### config.mk
export PLATFORM = sky130hd
export DESIGN_NAME = sram_sector_server
export DESIGN_NICKNAME = d
export VERILOG_FILES = /design/src/rtl/sram_sector_server_pkg.sv /design/src/rtl/sram_sector_server_wait_timer.sv /design/src/rtl/sram_sector_server.sv
export SDC_FILE = /design/constraint.sdc
export NUM_CORES = 1
export LEC_CHECK = 0
export ABC_AREA = 1
export BUFFER_PORTS_ARGS = -buffer_cell sky130_fd_sc_hd__buf_2
export CAP_MARGIN = 20
export CELL_PAD_IN_SITES_DETAIL_PLACEMENT = 1
export CELL_PAD_IN_SITES_GLOBAL_PLACEMENT = 1
export CORE_ASPECT_RATIO = 1.25
export CORE_MARGIN = 3
export CORE_UTILIZATION = 38
export CTS_CLUSTER_SIZE = 16
export DETAILED_ROUTE_END_ITERATION = 6
export GPL_ROUTABILITY_DRIVEN = 0
export GPL_TIMING_DRIVEN = 0
export PLACE_DENSITY = 0.81
export SYNTH_ARGS = -nofsm -noshare
export SYNTH_HDL_FRONTEND = slang
export SYNTH_SLANG_ARGS = --single-unit
### constraint.sdc
create_clock -name clk_sys -period 4.84 [get_ports clk_sys]
set_clock_uncertainty 0.05 [all_clocks]
set_input_delay 0.726 -clock clk_sys [delete_from_list [all_inputs] [get_ports clk_sys]]
set_output_delay 0.726 -clock clk_sys [all_outputs]
set_load 0.05 [all_outputs]
### src/rtl/sram_sector_server_pkg.sv
// -----------------------------------------------------------------------------
// sram_sector_server_pkg
//   Shared constants for the SRAM sector server: sector geometry, default
//   SRAM address width and the FSM state encoding. The states are plain
//   localparam constants so that legacy tools and waveform decoders see a
//   fixed 3-bit code.
// -----------------------------------------------------------------------------
package sram_sector_server_pkg;

    localparam int SECTOR_BYTES        = 512;
    localparam int SECTOR_SHIFT        = 9;
    localparam int DEFAULT_ADDR_W      = 20;
    localparam int DEFAULT_WAIT_CYCLES = 2;

    // Index of the final byte in a sector; the byte counter is compared
    // against this rather than relying on it wrapping to zero.
    localparam logic [SECTOR_SHIFT-1:0] LAST_BYTE = SECTOR_SHIFT'(SECTOR_BYTES - 1);

    typedef logic [2:0] state_t;

    localparam state_t ST_IDLE     = 3'd0;
    localparam state_t ST_RD_ADDR  = 3'd1;
    localparam state_t ST_RD_WAIT  = 3'd2;
    localparam state_t ST_RD_PUT   = 3'd3;
    localparam state_t ST_WR_FETCH = 3'd4;
    localparam state_t ST_WR_PULSE = 3'd5;
    localparam state_t ST_WR_HOLD  = 3'd6;
    localparam state_t ST_DONE     = 3'd7;

endpackage : sram_sector_server_pkg

### src/rtl/sram_sector_server_wait_timer.sv
// -----------------------------------------------------------------------------
// sram_wait_timer
//   Wait-state down-counter shared by the read wait and the write pulse.
//   Loading it makes zero_o go high exactly WAIT_CYCLES cycles later (the
//   load value is WAIT_CYCLES-1 and the loading state occupies one cycle
//   ahead of the timed window), so the timed state lasts WAIT_CYCLES cycles.
//
// Ports
//   clk_sys  in  system clock
//   reset_n  in  asynchronous active-low reset
//   load_i   in  (re)start the count
//   zero_o   out count has reached zero
// -----------------------------------------------------------------------------
module sram_wait_timer
    import sram_sector_server_pkg::*;
#(
    parameter int unsigned WAIT_CYCLES = DEFAULT_WAIT_CYCLES
) (
    input  logic clk_sys,
    input  logic reset_n,
    input  logic load_i,
    output logic zero_o
);

    localparam logic [2:0] LOAD_VAL = 3'(WAIT_CYCLES - 1);

    logic [2:0] cnt_q;
    logic [2:0] cnt_d;

    // NOTE: every signal assigned in always_comb gets a default first, so no
    // path through the block can leave it unassigned and infer a latch.
    always_comb begin
        cnt_d = cnt_q;
        if (load_i) begin
            cnt_d = LOAD_VAL;
        end else if (cnt_q != 3'd0) begin
            cnt_d = cnt_q - 3'd1;
        end
    end

    // NOTE: state registers use non-blocking assignments so every flop samples
    // its pre-edge inputs regardless of block evaluation order.
    always_ff @(posedge clk_sys or negedge reset_n) begin
        if (!reset_n) begin
            cnt_q <= 3'd0;
        end else begin
            cnt_q <= cnt_d;
        end
    end

    assign zero_o = (cnt_q == 3'd0);

endmodule : sram_wait_timer

### src/rtl/sram_sector_server.sv
// -----------------------------------------------------------------------------
// sram_sector_server
//   Serves 512-byte floppy sector requests out of a disk image held in
//   byte-wide external SRAM. A rising edge on sd_rd / sd_wr (read wins when
//   both rise together) starts a transfer of one sector at sd_lba*512; the
//   bytes are streamed to / from the FDC sector buffer one at a time.
//
// Optional feature (macro SECTOR_RANGE_CHECK_EN):
//   Adds the img_size port. Sectors extending past the image run full length
//   but reads return 0x00 without driving the SRAM address and writes never
//   assert sram_we_o. Without the macro addresses simply wrap modulo
//   2^ADDR_W.
//
// Ports
//   clk_sys, reset_n      clock, asynchronous active-low reset
//   sd_lba[31:0]          sector number, sampled on acceptance
//   sd_rd, sd_wr          level read / write requests (edge detected)
//   sd_ack                high while a transfer is in progress
//   sd_buff_addr[8:0]     byte index within the sector
//   sd_buff_dout[7:0]     read byte toward the FDC buffer
//   sd_buff_wr            one-cycle strobe capturing sd_buff_dout
//   sd_buff_din[7:0]      byte from the FDC buffer (1-cycle latency)
//   sram_addr_o           SRAM byte address
//   sram_data_i/_o[7:0]   SRAM read / write data
//   sram_we_o             SRAM write enable, active high
//   img_size[31:0]        image size in bytes (SECTOR_RANGE_CHECK_EN only)
//
// All outputs come straight from flops.
// -----------------------------------------------------------------------------
module sram_sector_server
    import sram_sector_server_pkg::*;
#(
    parameter int unsigned ADDR_W      = DEFAULT_ADDR_W,
    parameter int unsigned WAIT_CYCLES = DEFAULT_WAIT_CYCLES
) (
    input  logic              clk_sys,
    input  logic              reset_n,
    input  logic [31:0]       sd_lba,
    input  logic              sd_rd,
    input  logic              sd_wr,
    output logic              sd_ack,
    output logic [8:0]        sd_buff_addr,
    output logic [7:0]        sd_buff_dout,
    output logic              sd_buff_wr,
    input  logic [7:0]        sd_buff_din,
    output logic [ADDR_W-1:0] sram_addr_o,
    input  logic [7:0]        sram_data_i,
    output logic [7:0]        sram_data_o,
    output logic              sram_we_o
`ifdef SECTOR_RANGE_CHECK_EN
    ,
    input  logic [31:0]       img_size
`endif
);

    // ------------------------------------------------------------------
    // Registers
    // ------------------------------------------------------------------
    state_t                   state_q,     state_d;
    logic                     rd_q,        rd_d;
    logic                     wr_q,        wr_d;
    logic                     ack_q,       ack_d;
    logic [SECTOR_SHIFT-1:0]  cnt_q,       cnt_d;
    logic [ADDR_W-1:0]        base_q,      base_d;
    logic                     oor_q,       oor_d;
    logic [ADDR_W-1:0]        sram_addr_q, sram_addr_d;
    logic [7:0]               sram_data_q, sram_data_d;
    logic                     we_q,        we_d;
    logic [7:0]               dout_q,      dout_d;
    logic                     buff_wr_q,   buff_wr_d;
    logic                     fetch_hi_q,  fetch_hi_d;

    // ------------------------------------------------------------------
    // Request edges, sector address arithmetic
    // ------------------------------------------------------------------
    logic              rd_edge;
    logic              wr_edge;
    logic [ADDR_W-1:0] new_base;
    logic              new_oor;
    logic [ADDR_W-1:0] cur_addr;
    logic [ADDR_W-1:0] next_addr;
    logic [SECTOR_SHIFT-1:0] next_cnt;
    logic              last_byte;
    logic              tmr_load;
    logic              tmr_zero;

    assign rd_edge = sd_rd & ~rd_q;
    assign wr_edge = sd_wr & ~wr_q;

    // lba*512 with the bits above ADDR_W dropped, which makes large LBAs wrap.
    assign new_base = ADDR_W'({sd_lba, {SECTOR_SHIFT{1'b0}}});

`ifdef SECTOR_RANGE_CHECK_EN
    logic [32:0] new_last_addr;
    assign new_last_addr = 33'(new_base) + 33'(LAST_BYTE);
    assign new_oor       = (new_last_addr >= {1'b0, img_size});
`else
    assign new_oor = 1'b0;
`endif

    assign next_cnt  = cnt_q + SECTOR_SHIFT'(1);
    assign cur_addr  = base_q + ADDR_W'(cnt_q);
    assign next_addr = base_q + ADDR_W'(next_cnt);
    assign last_byte = (cnt_q == LAST_BYTE);

    // ------------------------------------------------------------------
    // Wait-state timer, shared by RD_WAIT and WR_PULSE
    // ------------------------------------------------------------------
    sram_wait_timer #(
        .WAIT_CYCLES (WAIT_CYCLES)
    ) u_wait_timer (
        .clk_sys (clk_sys),
        .reset_n (reset_n),
        .load_i  (tmr_load),
        .zero_o  (tmr_zero)
    );

    // ------------------------------------------------------------------
    // Transfer FSM
    // ------------------------------------------------------------------
    always_comb begin
        state_d     = state_q;
        rd_d        = sd_rd;
        wr_d        = sd_wr;
        ack_d       = ack_q;
        cnt_d       = cnt_q;
        base_d      = base_q;
        oor_d       = oor_q;
        sram_addr_d = sram_addr_q;
        sram_data_d = sram_data_q;
        we_d        = we_q;
        dout_d      = dout_q;
        buff_wr_d   = 1'b0;
        fetch_hi_d  = fetch_hi_q;
        tmr_load    = 1'b0;

        case (state_q)
            ST_IDLE: begin
                // Edges are only looked at here; an edge while busy is
                // consumed by rd_q/wr_q and never replayed.
                if (rd_edge || wr_edge) begin
                    ack_d       = 1'b1;
                    cnt_d       = '0;
                    base_d      = new_base;
                    oor_d       = new_oor;
                    fetch_hi_d  = 1'b0;
                    // Out-of-range sectors leave the SRAM address at zero.
                    sram_addr_d = new_oor ? '0 : new_base;
                    state_d     = rd_edge ? ST_RD_ADDR : ST_WR_FETCH;
                end
            end

            ST_RD_ADDR: begin
                tmr_load = 1'b1;
                state_d  = ST_RD_WAIT;
            end

            ST_RD_WAIT: begin
                if (tmr_zero) begin
                    dout_d    = oor_q ? 8'h00 : sram_data_i;
                    buff_wr_d = 1'b1;
                    state_d   = ST_RD_PUT;
                end
            end

            ST_RD_PUT: begin
                if (last_byte) begin
                    state_d = ST_DONE;
                end else begin
                    cnt_d   = next_cnt;
                    if (!oor_q) begin
                        sram_addr_d = next_addr;
                    end
                    state_d = ST_RD_ADDR;
                end
            end

            ST_WR_FETCH: begin
                // Two cycles: the first presents sd_buff_addr, the second
                // sees the buffer byte and loads the SRAM address/data.
                if (!fetch_hi_q) begin
                    fetch_hi_d = 1'b1;
                end else begin
                    fetch_hi_d = 1'b0;
                    tmr_load   = 1'b1;
                    if (!oor_q) begin
                        sram_data_d = sd_buff_din;
                        sram_addr_d = cur_addr;
                        we_d        = 1'b1;
                    end
                    state_d = ST_WR_PULSE;
                end
            end

            ST_WR_PULSE: begin
                if (tmr_zero) begin
                    we_d    = 1'b0;
                    state_d = ST_WR_HOLD;
                end
            end

            ST_WR_HOLD: begin
                if (last_byte) begin
                    state_d = ST_DONE;
                end else begin
                    cnt_d   = next_cnt;
                    state_d = ST_WR_FETCH;
                end
            end

            ST_DONE: begin
                ack_d   = 1'b0;
                cnt_d   = '0;
                state_d = ST_IDLE;
            end

            default: begin
                ack_d   = 1'b0;
                we_d    = 1'b0;
                state_d = ST_IDLE;
            end
        endcase
    end

    always_ff @(posedge clk_sys or negedge reset_n) begin
        if (!reset_n) begin
            state_q     <= ST_IDLE;
            rd_q        <= 1'b0;
            wr_q        <= 1'b0;
            ack_q       <= 1'b0;
            cnt_q       <= '0;
            base_q      <= '0;
            oor_q       <= 1'b0;
            sram_addr_q <= '0;
            sram_data_q <= 8'h00;
            we_q        <= 1'b0;
            dout_q      <= 8'h00;
            buff_wr_q   <= 1'b0;
            fetch_hi_q  <= 1'b0;
        end else begin
            state_q     <= state_d;
            rd_q        <= rd_d;
            wr_q        <= wr_d;
            ack_q       <= ack_d;
            cnt_q       <= cnt_d;
            base_q      <= base_d;
            oor_q       <= oor_d;
            sram_addr_q <= sram_addr_d;
            sram_data_q <= sram_data_d;
            we_q        <= we_d;
            dout_q      <= dout_d;
            buff_wr_q   <= buff_wr_d;
            fetch_hi_q  <= fetch_hi_d;
        end
    end

    assign sd_ack       = ack_q;
    assign sd_buff_addr = cnt_q;
    assign sd_buff_dout = dout_q;
    assign sd_buff_wr   = buff_wr_q;
    assign sram_addr_o  = sram_addr_q;
    assign sram_data_o  = sram_data_q;
    assign sram_we_o    = we_q;

endmodule : sram_sector_server

==> flow_summary.ini, run 1 <==
[run_status]
outcome = finished, final reports clean

[floorplanning]
die_w_um = 89.7
io_pins = 100
die_h_um = 111
start_util = 0.397
num_rows = 37
coreArea_mm2 = 0.00838
die_area_mm2 = 0.00992

[route]
routed_wl_um = 8400
drtPass1Iterations = 4
via_per_inst = 4.76
wl_per_cell_um = 13.6
route.detailed.drc = 0
drt_iter0_drc = 114
vias = 2940
final_antenna_net_count = 0

[clock_network]
clock_path_buffers = 2
cts_tree = built
cts-buffers-inserted = 9
cts_resized = 0
cts_sinks = 68
cts-root-buf = clkbuf_8
clkTransAtPathRegs_ns = 0.07
insertion_delay_ns = 0.35
post-cts-setup-buffers = 0
h-tree-depth = 3
holdBufCountCts = 0

[finish]
fin_nets = 552
regArea_mm2 = 0.00170
syn2layout_area_growth_pct = 22.9
multi_input_area_mm2 = 0.00136
final_util = 0.488
diodes = 0
stdcell_area_mm2 = 0.00409
fill_cells = 1076
drive_above_1_share = 0.283

[critical_path]
cp-start-kind = flop
worst_ep_required_time_ns = 5.07
crit_path_max_fanout = 10
arrival_ns = 2.41
setup.worst_path.end_class = flop
worstSetupPathType = reg2reg

[synthesis]
synth.distinct_cells = 26
synth_nets = 463
synth_edf_count = 0
ys.flop_type = dfrtp_1
synth_area_mm2 = 0.00333
ys_ff_latch = 68
synthTopCellsByArea = dfrtp_1 51%, nand2_1 20%, o21ai_0 4.7%, nand3_1 3.3%, inv_1 3.3%
syn_inst = 407
synth_top_area_share = 0.511
ys_warn_count = 0
synth_async_sr_flop_share = 1.00
netlist_top_cells_count = 174 x nand2_1, 68 x dfrtp_1, 31 x o21ai_0
post-synth-top-count-cell = nand2_1
synth_area_per_cell_um2 = 8.17
synth-seq-area-share = 0.511
yosysTopAreaCell = dfrtp_1

[worst_hold_path]
hp-class = reg2reg

[grt]
antenna_found_initial = 0
overflow = 0
grt_pass1_wl_um = 14500
grt_use_total = 0.183
grt_pass1_vias = 3141
grt_max_degree = 69

[placement]
io_buffers = 78
dp_hpwl_um = 6170
dpl_cell_area_mm2 = 0.00387

[run]
cap_violations = 0

[power]
p_leak_nw = 2.24
ir_worst_vdd_uv = 173
p_per_area_mw_per_mm2 = 278

[sta]
slew_headroom = 0.427
rsz0062_at_grt = false
final.period_utilization = 0.450
worst_slew_pin_slew_ns = 0.860
fin_tns_setup_ns = 0
setup_viol = 0
whs_ns = 0.422
drv_slew = 0
hold_viol_final = 0
fin_crit_ns = 2.18
max_freq_mhz = 459
==> critical path: stages, from the launching register on <==
cell and delay [ns]:
dfrtp_1 0.45, ha_1 0.20, nand2_1 0.09, inv_1 0.09
nand2_1 0.09, nor2_1 0.13, ha_1 0.23, inv_1 0.12
a21oi_2 0.23, inv_2 0.05, nand2_2 0.09, buf_6 0.15
nand2_1 0.08, nand2_1 0.07
==> final cells by class <==
| class | instances | share of cell area |
|---|---|---|
| Multi-Input combinational cell | 289 | 0.333 |
| Timing Repair Buffer | 78 | 0.0961 |
| Clock buffer | 13 | 0.0438 |
| Buffer | 15 | 0.0321 |
| Sequential cell | 68 | 0.416 |
| Tap cell | 117 | 0.0358 |
| Clock inverter | 3 | 0.0104 |
| Inverter | 35 | 0.0328 |
==> worst paths after layout <==
| check | cells after the start | endpoint | slack (ns) | from |
|---|---|---|---|---|
| max in group asynchronous | 1 | state_q[0] | 3.74 | reset_n |
| max | 13 | sram_addr_o[0] | 2.66 | sd_buff_addr[1] |
| min reg2reg | 2 | sram_data_o[4] | 0.42 | sram_data_o[4] |
| min | 2 | sram_data_o[4] | 0.42 | sram_data_o[4] |
| max reg2reg | 13 | sram_addr_o[0] | 2.66 | sd_buff_addr[1] |
| min in group asynchronous | 1 | sd_buff_addr[3] | 0.44 | reset_n |
==> power breakdown <==
part | internal, W | total (W) | switching, W
clock | 0.000294 | 0.000513 | 0.000219
combinational | 0.0000146 | 0.0000489 | 0.0000343
sequential | 0.000572 | 0.000574 | 0.00000182
total | 0.000880 | 0.00114 | 0.000255
==> registers in the layout, summed over array words and instances (netlist names) <==
name / cells
sram_addr_o: 20
base_q: 11
sd_buff_addr: 9
sd_buff_dout: 8
sram_data_o: 8
state_q: 3
u_wait_timer.cnt_q: 3
fetch_hi_q: 1
rd_q: 1
sd_ack: 1
sd_buff_wr: 1
sram_we_o: 1
wr_q: 1
==> kinds of logic (layout without fill, tap and decap cells) <==
logic type | after synthesis | count (layout) | synth area share
adders and majority gates | 4 | 4 | 0.0150
AOI/OAI and AO/OA | 49 | 49 | 0.0850
DFF | 68 | 68 | 0.511
and+or+nand+nor | 234 | 234 | 0.304
xor gates and xnor gates | 2 | 2 | 0.00527
buffers and inverters | 50 | 144 | 0.0797
==> layout by cell type, fill, tap and decap left out, types with 3 or more instances in the layout <==
cell type and n:
o21ai_2 5, buf_2 82, inv_2 4, o21ai_1 4, o21bai_1 3, nor2_2 3, buf_4 3, nand2_1 174
buf_6 6, clkinv_2 3, inv_1 29, o21ai_0 31, nand2_4 5, dfrtp_1 68, nand3_1 22, a21oi_1 3
clkbuf_8 13, nor2_1 16, ha_1 4, nand2_2 11
==> layer usage <==
metal	vias to the layer above	wire, um	track usage
li1	1440	-	-
met1	1420	3590	0.221
met2	65	4300	0.318
met3	15	373	0.0381
met4	0	137	0.0546
met5	-	0	0
==> per-stage QoR <==
step | worst slack, ns | std cells | power (W)
2_1_floorplan | 2.56 | 407 | 0.000606
3_3_place_gp | 2.60 | 602 | 0.000634
3_5_place_dp | 2.68 | 602 | 0.000635
4_1_cts | 2.63 | 618 | 0.00115
5_1_grt | 2.41 | 618 | 0.00119
6_report | 2.66 | 618 | 0.00114
Power figures use the tool's default switching activity.
==> inputs of run 2 (changes only) <==
--- a/config.mk
+++ b/config.mk
@@ -12,12 +12,12 @@
 export CELL_PAD_IN_SITES_GLOBAL_PLACEMENT = 1
 export CORE_ASPECT_RATIO = 1.25
 export CORE_MARGIN = 3
-export CORE_UTILIZATION = 38
+export CORE_UTILIZATION = 34
 export CTS_CLUSTER_SIZE = 16
 export DETAILED_ROUTE_END_ITERATION = 6
 export GPL_ROUTABILITY_DRIVEN = 0
 export GPL_TIMING_DRIVEN = 0
-export PLACE_DENSITY = 0.81
+export PLACE_DENSITY = 0.77
 export SYNTH_ARGS = -nofsm -noshare
 export SYNTH_HDL_FRONTEND = slang
 export SYNTH_SLANG_ARGS = --single-unit
==> constraint.sdc (replaced) <==
create_clock -name clk_sys -period 2 [get_ports clk_sys]
set_clock_uncertainty 0.05 [all_clocks]
set_input_delay 0.3 -clock clk_sys [delete_from_list [all_inputs] [get_ports clk_sys]]
set_output_delay 0.3 -clock clk_sys [all_outputs]
set_load 0.05 [all_outputs]
==> run 2 against run 1 <==
Net effect: worst hold slack worse by 0.39 ns; first-iteration DRC count down 26%; sequential share of layout area is 2.1 points lower; total power rose to 3.0 times the previous value; die area up 11%; core utilization decreased by 2.3 points.
==> flow_summary.ini, run 2 (same netlist as run 1, synthesis figures left out) <==
[floorplanning]
num_rows = 39
start_util = 0.357
coreArea_mm2 = 0.00932
io_pins = 100
die_area_mm2 = 0.0110
die_h_um = 117
die_w_um = 94.5

[clock_network]
h-tree-depth = 3
clock_path_buffers = 2
insertion_delay_ns = 0.33
cts_tree = built
cts-buffers-inserted = 9
clkTransAtPathRegs_ns = 0.05
cts_sinks = 68
holdBufCountCts = 0
cts-root-buf = clkbuf_16

[grt]
overflow = 0
grt_use_total = 0.172
grt_pass1_wl_um = 14700
grt_pass1_vias = 3123
grt.met1_usage = 0.196
grt-busiest-layer = met2
antenna_found_initial = 0
grt_max_degree = 69
use_met2 = 0.313
gr-usage-met3 = 0.0284

[finish]
mostFrequentLayoutCell = nand2_1
layout_common_cells = 171 x nand2_1, 82 x buf_2, 61 x dfrtp_1, 31 x o21ai_0, 27 x inv_1
fill_cells = 1189
stdcell_area_mm2 = 0.00433
fin_nets = 557
largest_reg_flops = 20
syn2layout_area_growth_pct = 30.2
drive_above_1_share = 0.320
diodes = 0
final_util = 0.465

[critical_path]
cp-start-kind = flop
cp_cell_sequence = ha_4 > nand2_2 > inv_2 > nand2_2 > nor2_4 > ha_4 > inv_2 > a21oi_4 > inv_2 > nand2_4 > buf_4 > nand2_1 > nand2_1
critPathSlowestCell = dfrtp_2
worstSetupPathType = reg2reg
arrival_ns = 2.09
path_common_cell = inv_2
critPathBufInv = 4
max_stage_delay_ns = 0.41
worst_ep_required_time_ns = 2.22
path_delay_family = simple AND/OR/NAND/NOR gates
crit_path_max_fanout = 5
setup.worst_path.end_class = flop

[route]
routed_wl_um = 9010
vias = 2969
final_antenna_net_count = 0
drt_iter0_drc = 84
route.detailed.drc = 0
wl_per_cell_um = 14.3
drtPass1Iterations = 4
via_per_inst = 4.72

[run]
cap_violations = 0

[sta]
worst_slew_pin_slew_ns = 0.896
fin_crit_ns = 1.87
max_freq_mhz = 535
hold_viol_final = 0
final.period_utilization = 0.934
drv_slew = 0
slew_headroom = 0.403
fin_ws_ns = 0.133
setup_viol = 0

[power]
p_leak_nw = 2.32
ir_worst_vdd_uv = 419
p_per_area_mw_per_mm2 = 780

[worst_hold_path]
hp-class = in2async

[placement]
dp_hpwl_um = 6390
place_ws_ns = 0.0307
dpl_cell_area_mm2 = 0.00391
io_buffers = 78

[run_status]
outcome = finished, final reports clean
[run 2: cell count changes in the layout (fill, tap and decap cells not counted), moves of 3 or more]
cell       before  now
buf_4           3    7
clkbuf_16       0    9
clkbuf_8       13    2
dfrtp_1        68   61
dfrtp_2         0    7
nand2_1       174  171
[run 2: where the power goes]
group	leakage, nW	internal [W]	switching (W)
clock	0.173	0.00128	0.000582
sequential	0.841	0.00139	0.00000531
combinational	1.30	0.0000353	0.0000832
total	2.32	0.00271	0.000671
[run 2: per-layer routing]
layer  share of wire  wire, um
met3           0.035       316
met2            0.53      4780
met1            0.42      3750
met5               0         0
met4           0.018       161
[run 2: cell type report]
class	count	area [um2]	share of cell area
inverters	35	134	0.0309
plain buffers	15	131	0.0303
repair buffers	83	434	0.100
clock inverters	4	95.1	0.0220
flip-flops and latches	68	1710	0.395
clock buffers	12	256	0.0592
well taps	123	154	0.0355
multi-input cells	289	1420	0.327
[run 2: path summary, 6_finish.rpt]
path	slack, ns	cells after the start	end	from
worst max-delay path	0.13	13	sram_addr_o[7]	sd_buff_addr[1]
worst min-delay path	0.03	1	sram_addr_o[5]	reset_n
worst max register to register	0.13	13	sram_addr_o[7]	sd_buff_addr[1]
worst min register to register	0.42	2	sram_data_o[0]	sram_data_o[0]
max in group asynchronous	1.20	1	sd_buff_addr[0]	reset_n
min in group clk_sys	0.04	1	wr_q	sd_wr
[run 2: metrics by stage]
stage                       TNS, ns  hold WS [ns]  total power, W  std cells
after floorplan                   0       -0.0456         0.00147        407
final                             0        0.0296         0.00338        629
after global routing      -0.000275        0.0292         0.00351        629
after CTS                         0        0.0230         0.00343        624
after global placement            0         0.374         0.00154        608
after detailed placement          0         0.374         0.00154        608
[run 2: timing repair]
item | in CTS | in global routing
hold endpoints to repair | 0 | 0
setup buffers | 0 | 3
setup endpoints to repair | 0 | 20
resized for setup | 0 | 13
==> inputs of run 3 (changes only) <==
--- a/config.mk
+++ b/config.mk
@@ -11,7 +11,7 @@
 export CELL_PAD_IN_SITES_DETAIL_PLACEMENT = 1
 export CELL_PAD_IN_SITES_GLOBAL_PLACEMENT = 1
 export CORE_ASPECT_RATIO = 1.25
-export CORE_MARGIN = 3
+export CORE_MARGIN = 2
 export CORE_UTILIZATION = 34
 export CTS_CLUSTER_SIZE = 16
 export DETAILED_ROUTE_END_ITERATION = 6
==> run 3 against run 2 <==
Net effect: die area shrank 3.8%; total power shrank 12%; worst setup slack improved by 0.017 ns; first-iteration DRC count is 6.0% lower; critical path type unchanged; maximum frequency grew 0.93%; design area fell by 2.3%; clock-buffer cell count unchanged; sequential share of layout area is 0.93 points higher.
==> flow_summary.ini, run 3 (same netlist as run 1, synthesis figures left out) <==
[run_status]
outcome = finished, final reports clean

[power]
total_power_w = 0.00299
p_leak_nw = 2.27
ir_worst_vdd_uv = 377
p_per_area_mw_per_mm2 = 706

[finish]
mostFrequentLayoutCell = nand2_1
multi_input_area_mm2 = 0.00139
fill_cells = 1195
regArea_mm2 = 0.00171
largest_reg_flops = 20
drive_above_1_share = 0.313
diodes = 0
fin_nets = 555
layout_common_cells = 172 x nand2_1, 82 x buf_2, 61 x dfrtp_1, 31 x o21ai_0, 28 x inv_1
instances_no_fill = 630
syn2layout_area_growth_pct = 27.2

[floorplanning]
num_rows = 40
die_w_um = 92.5
coreArea_mm2 = 0.00956
io_pins = 100
die_h_um = 115
start_util = 0.348
die_area_mm2 = 0.0106

[run]
cap_violations = 0

[critical_path]
arrival_ns = 2.06
worstSetupPathType = reg2reg
reg2reg_depth = 13
r2r-end = sram_addr_o[3]
path_common_cell = nand2_1
path_depth = 13
max_stage_delay_ns = 0.39
cp_cell_sequence = ha_4 > nand2_1 > inv_1 > nand2_2 > nor2_2 > ha_2 > inv_2 > a21oi_4 > inv_2 > nand2_2 > buf_8 > nand2_1 > nand2_1
rrSetupSlack_ns = 0.15
cp-start-kind = flop
crit_path_max_fanout = 10
r2r_start = sd_buff_addr[1]
critPathSlowestCell = dfrtp_2
path_delay_family = simple AND/OR/NAND/NOR gates
critPathBufInv = 4
setup.worst_path.end_class = flop
worst_ep_required_time_ns = 2.21

[clock_network]
insertion_delay_ns = 0.33
h-tree-depth = 3
clkTransAtPathRegs_ns = 0.06
holdBufCountCts = 0
clock_path_buffers = 2
cts-buffers-inserted = 9
cts-root-buf = clkbuf_16
cts_sinks = 68
cts_tree = built

[grt]
antenna_found_initial = 0
grt_use_total = 0.178
grt_max_degree = 69
overflow = 0
grt_pass1_vias = 3186
grt_pass1_wl_um = 14900

[route]
routed_wl_um = 8760
drtPass1Iterations = 4
vias = 2943
drt_iter0_drc = 79
final_antenna_net_count = 0
via_per_inst = 4.67
wl_per_cell_um = 13.9
route.detailed.drc = 0

[placement]
dp_hpwl_um = 6330
place_ws_ns = 0.0162
place_inst = 611
io_buffers = 78

[sta]
fin_crit_ns = 1.85
hold_viol_final = 0
worst_slew_pin_slew_ns = 0.882
setup_viol = 0
max_freq_mhz = 540
drv_slew = 0
slew_headroom = 0.412
fin_tns_setup_ns = 0
final.period_utilization = 0.925
fin_ws_ns = 0.150

[worst_hold_path]
hp-class = in2async
## run 3: worst max path at each step
stage	from	endpoint	slack, ns
detailed placement	sd_buff_addr[1]	sram_addr_o[8]	0.02
floorplan	sd_buff_addr[1]	sram_addr_o[0]	0.03
global placement	reset_n	sd_buff_addr[4]	0.06
global route	sd_buff_addr[0]	sram_addr_o[8]	-0.007
finish	sd_buff_addr[1]	sram_addr_o[3]	0.15
CTS	sd_buff_addr[0]	sram_addr_o[8]	0.02
## run 3: layout make-up
class,count,area share
Sequential cell,68,0.404
Multi-Input combinational cell,289,0.329
Timing Repair Buffer,81,0.0982
Clock buffer,12,0.0606
Tap cell,126,0.0373
Buffer,15,0.0328
Inverter,35,0.0316
Clock inverter,4,0.00592
## run 3: through the flow
stage          cell area (um2)  utilization  hold WS (ns)
3_5_place_dp              3910        0.409         0.376
4_1_cts                   4200        0.439        0.0261
5_1_grt                   4230        0.443        0.0346
3_3_place_gp              3910        0.409         0.374
2_1_floorplan             3360            -       -0.0456
6_report                  4230        0.443        0.0292
## run 3: power by group
group / internal, W / total [W] / switching (W)
Clock: 0.000902 / 0.00148 / 0.000576
Sequential: 0.00139 / 0.00139 / 0.00000462
Combinational: 0.0000353 / 0.000118 / 0.0000829
Total: 0.00232 / 0.00299 / 0.000664
## run 3: what timing repair did
action / 4_1_cts / 5_1_grt
endpoints found under the setup margin: 2 / 21
pin swaps: 0 / 1
hold endpoints to repair: 0 / 0
cloned: 0 / 0
resized for setup: 0 / 6
setup buffers: 1 / 2
## run 3: layer usage
layer | track usage | share of wire | up-vias
met3 | 0.0244 | 0.032 | 12
li1 | - | - | 1452
met1 | 0.197 | 0.41 | 1426
met5 | 0 | 0 | -
met4 | 0.0836 | 0.021 | 0
met2 | 0.333 | 0.53 | 53
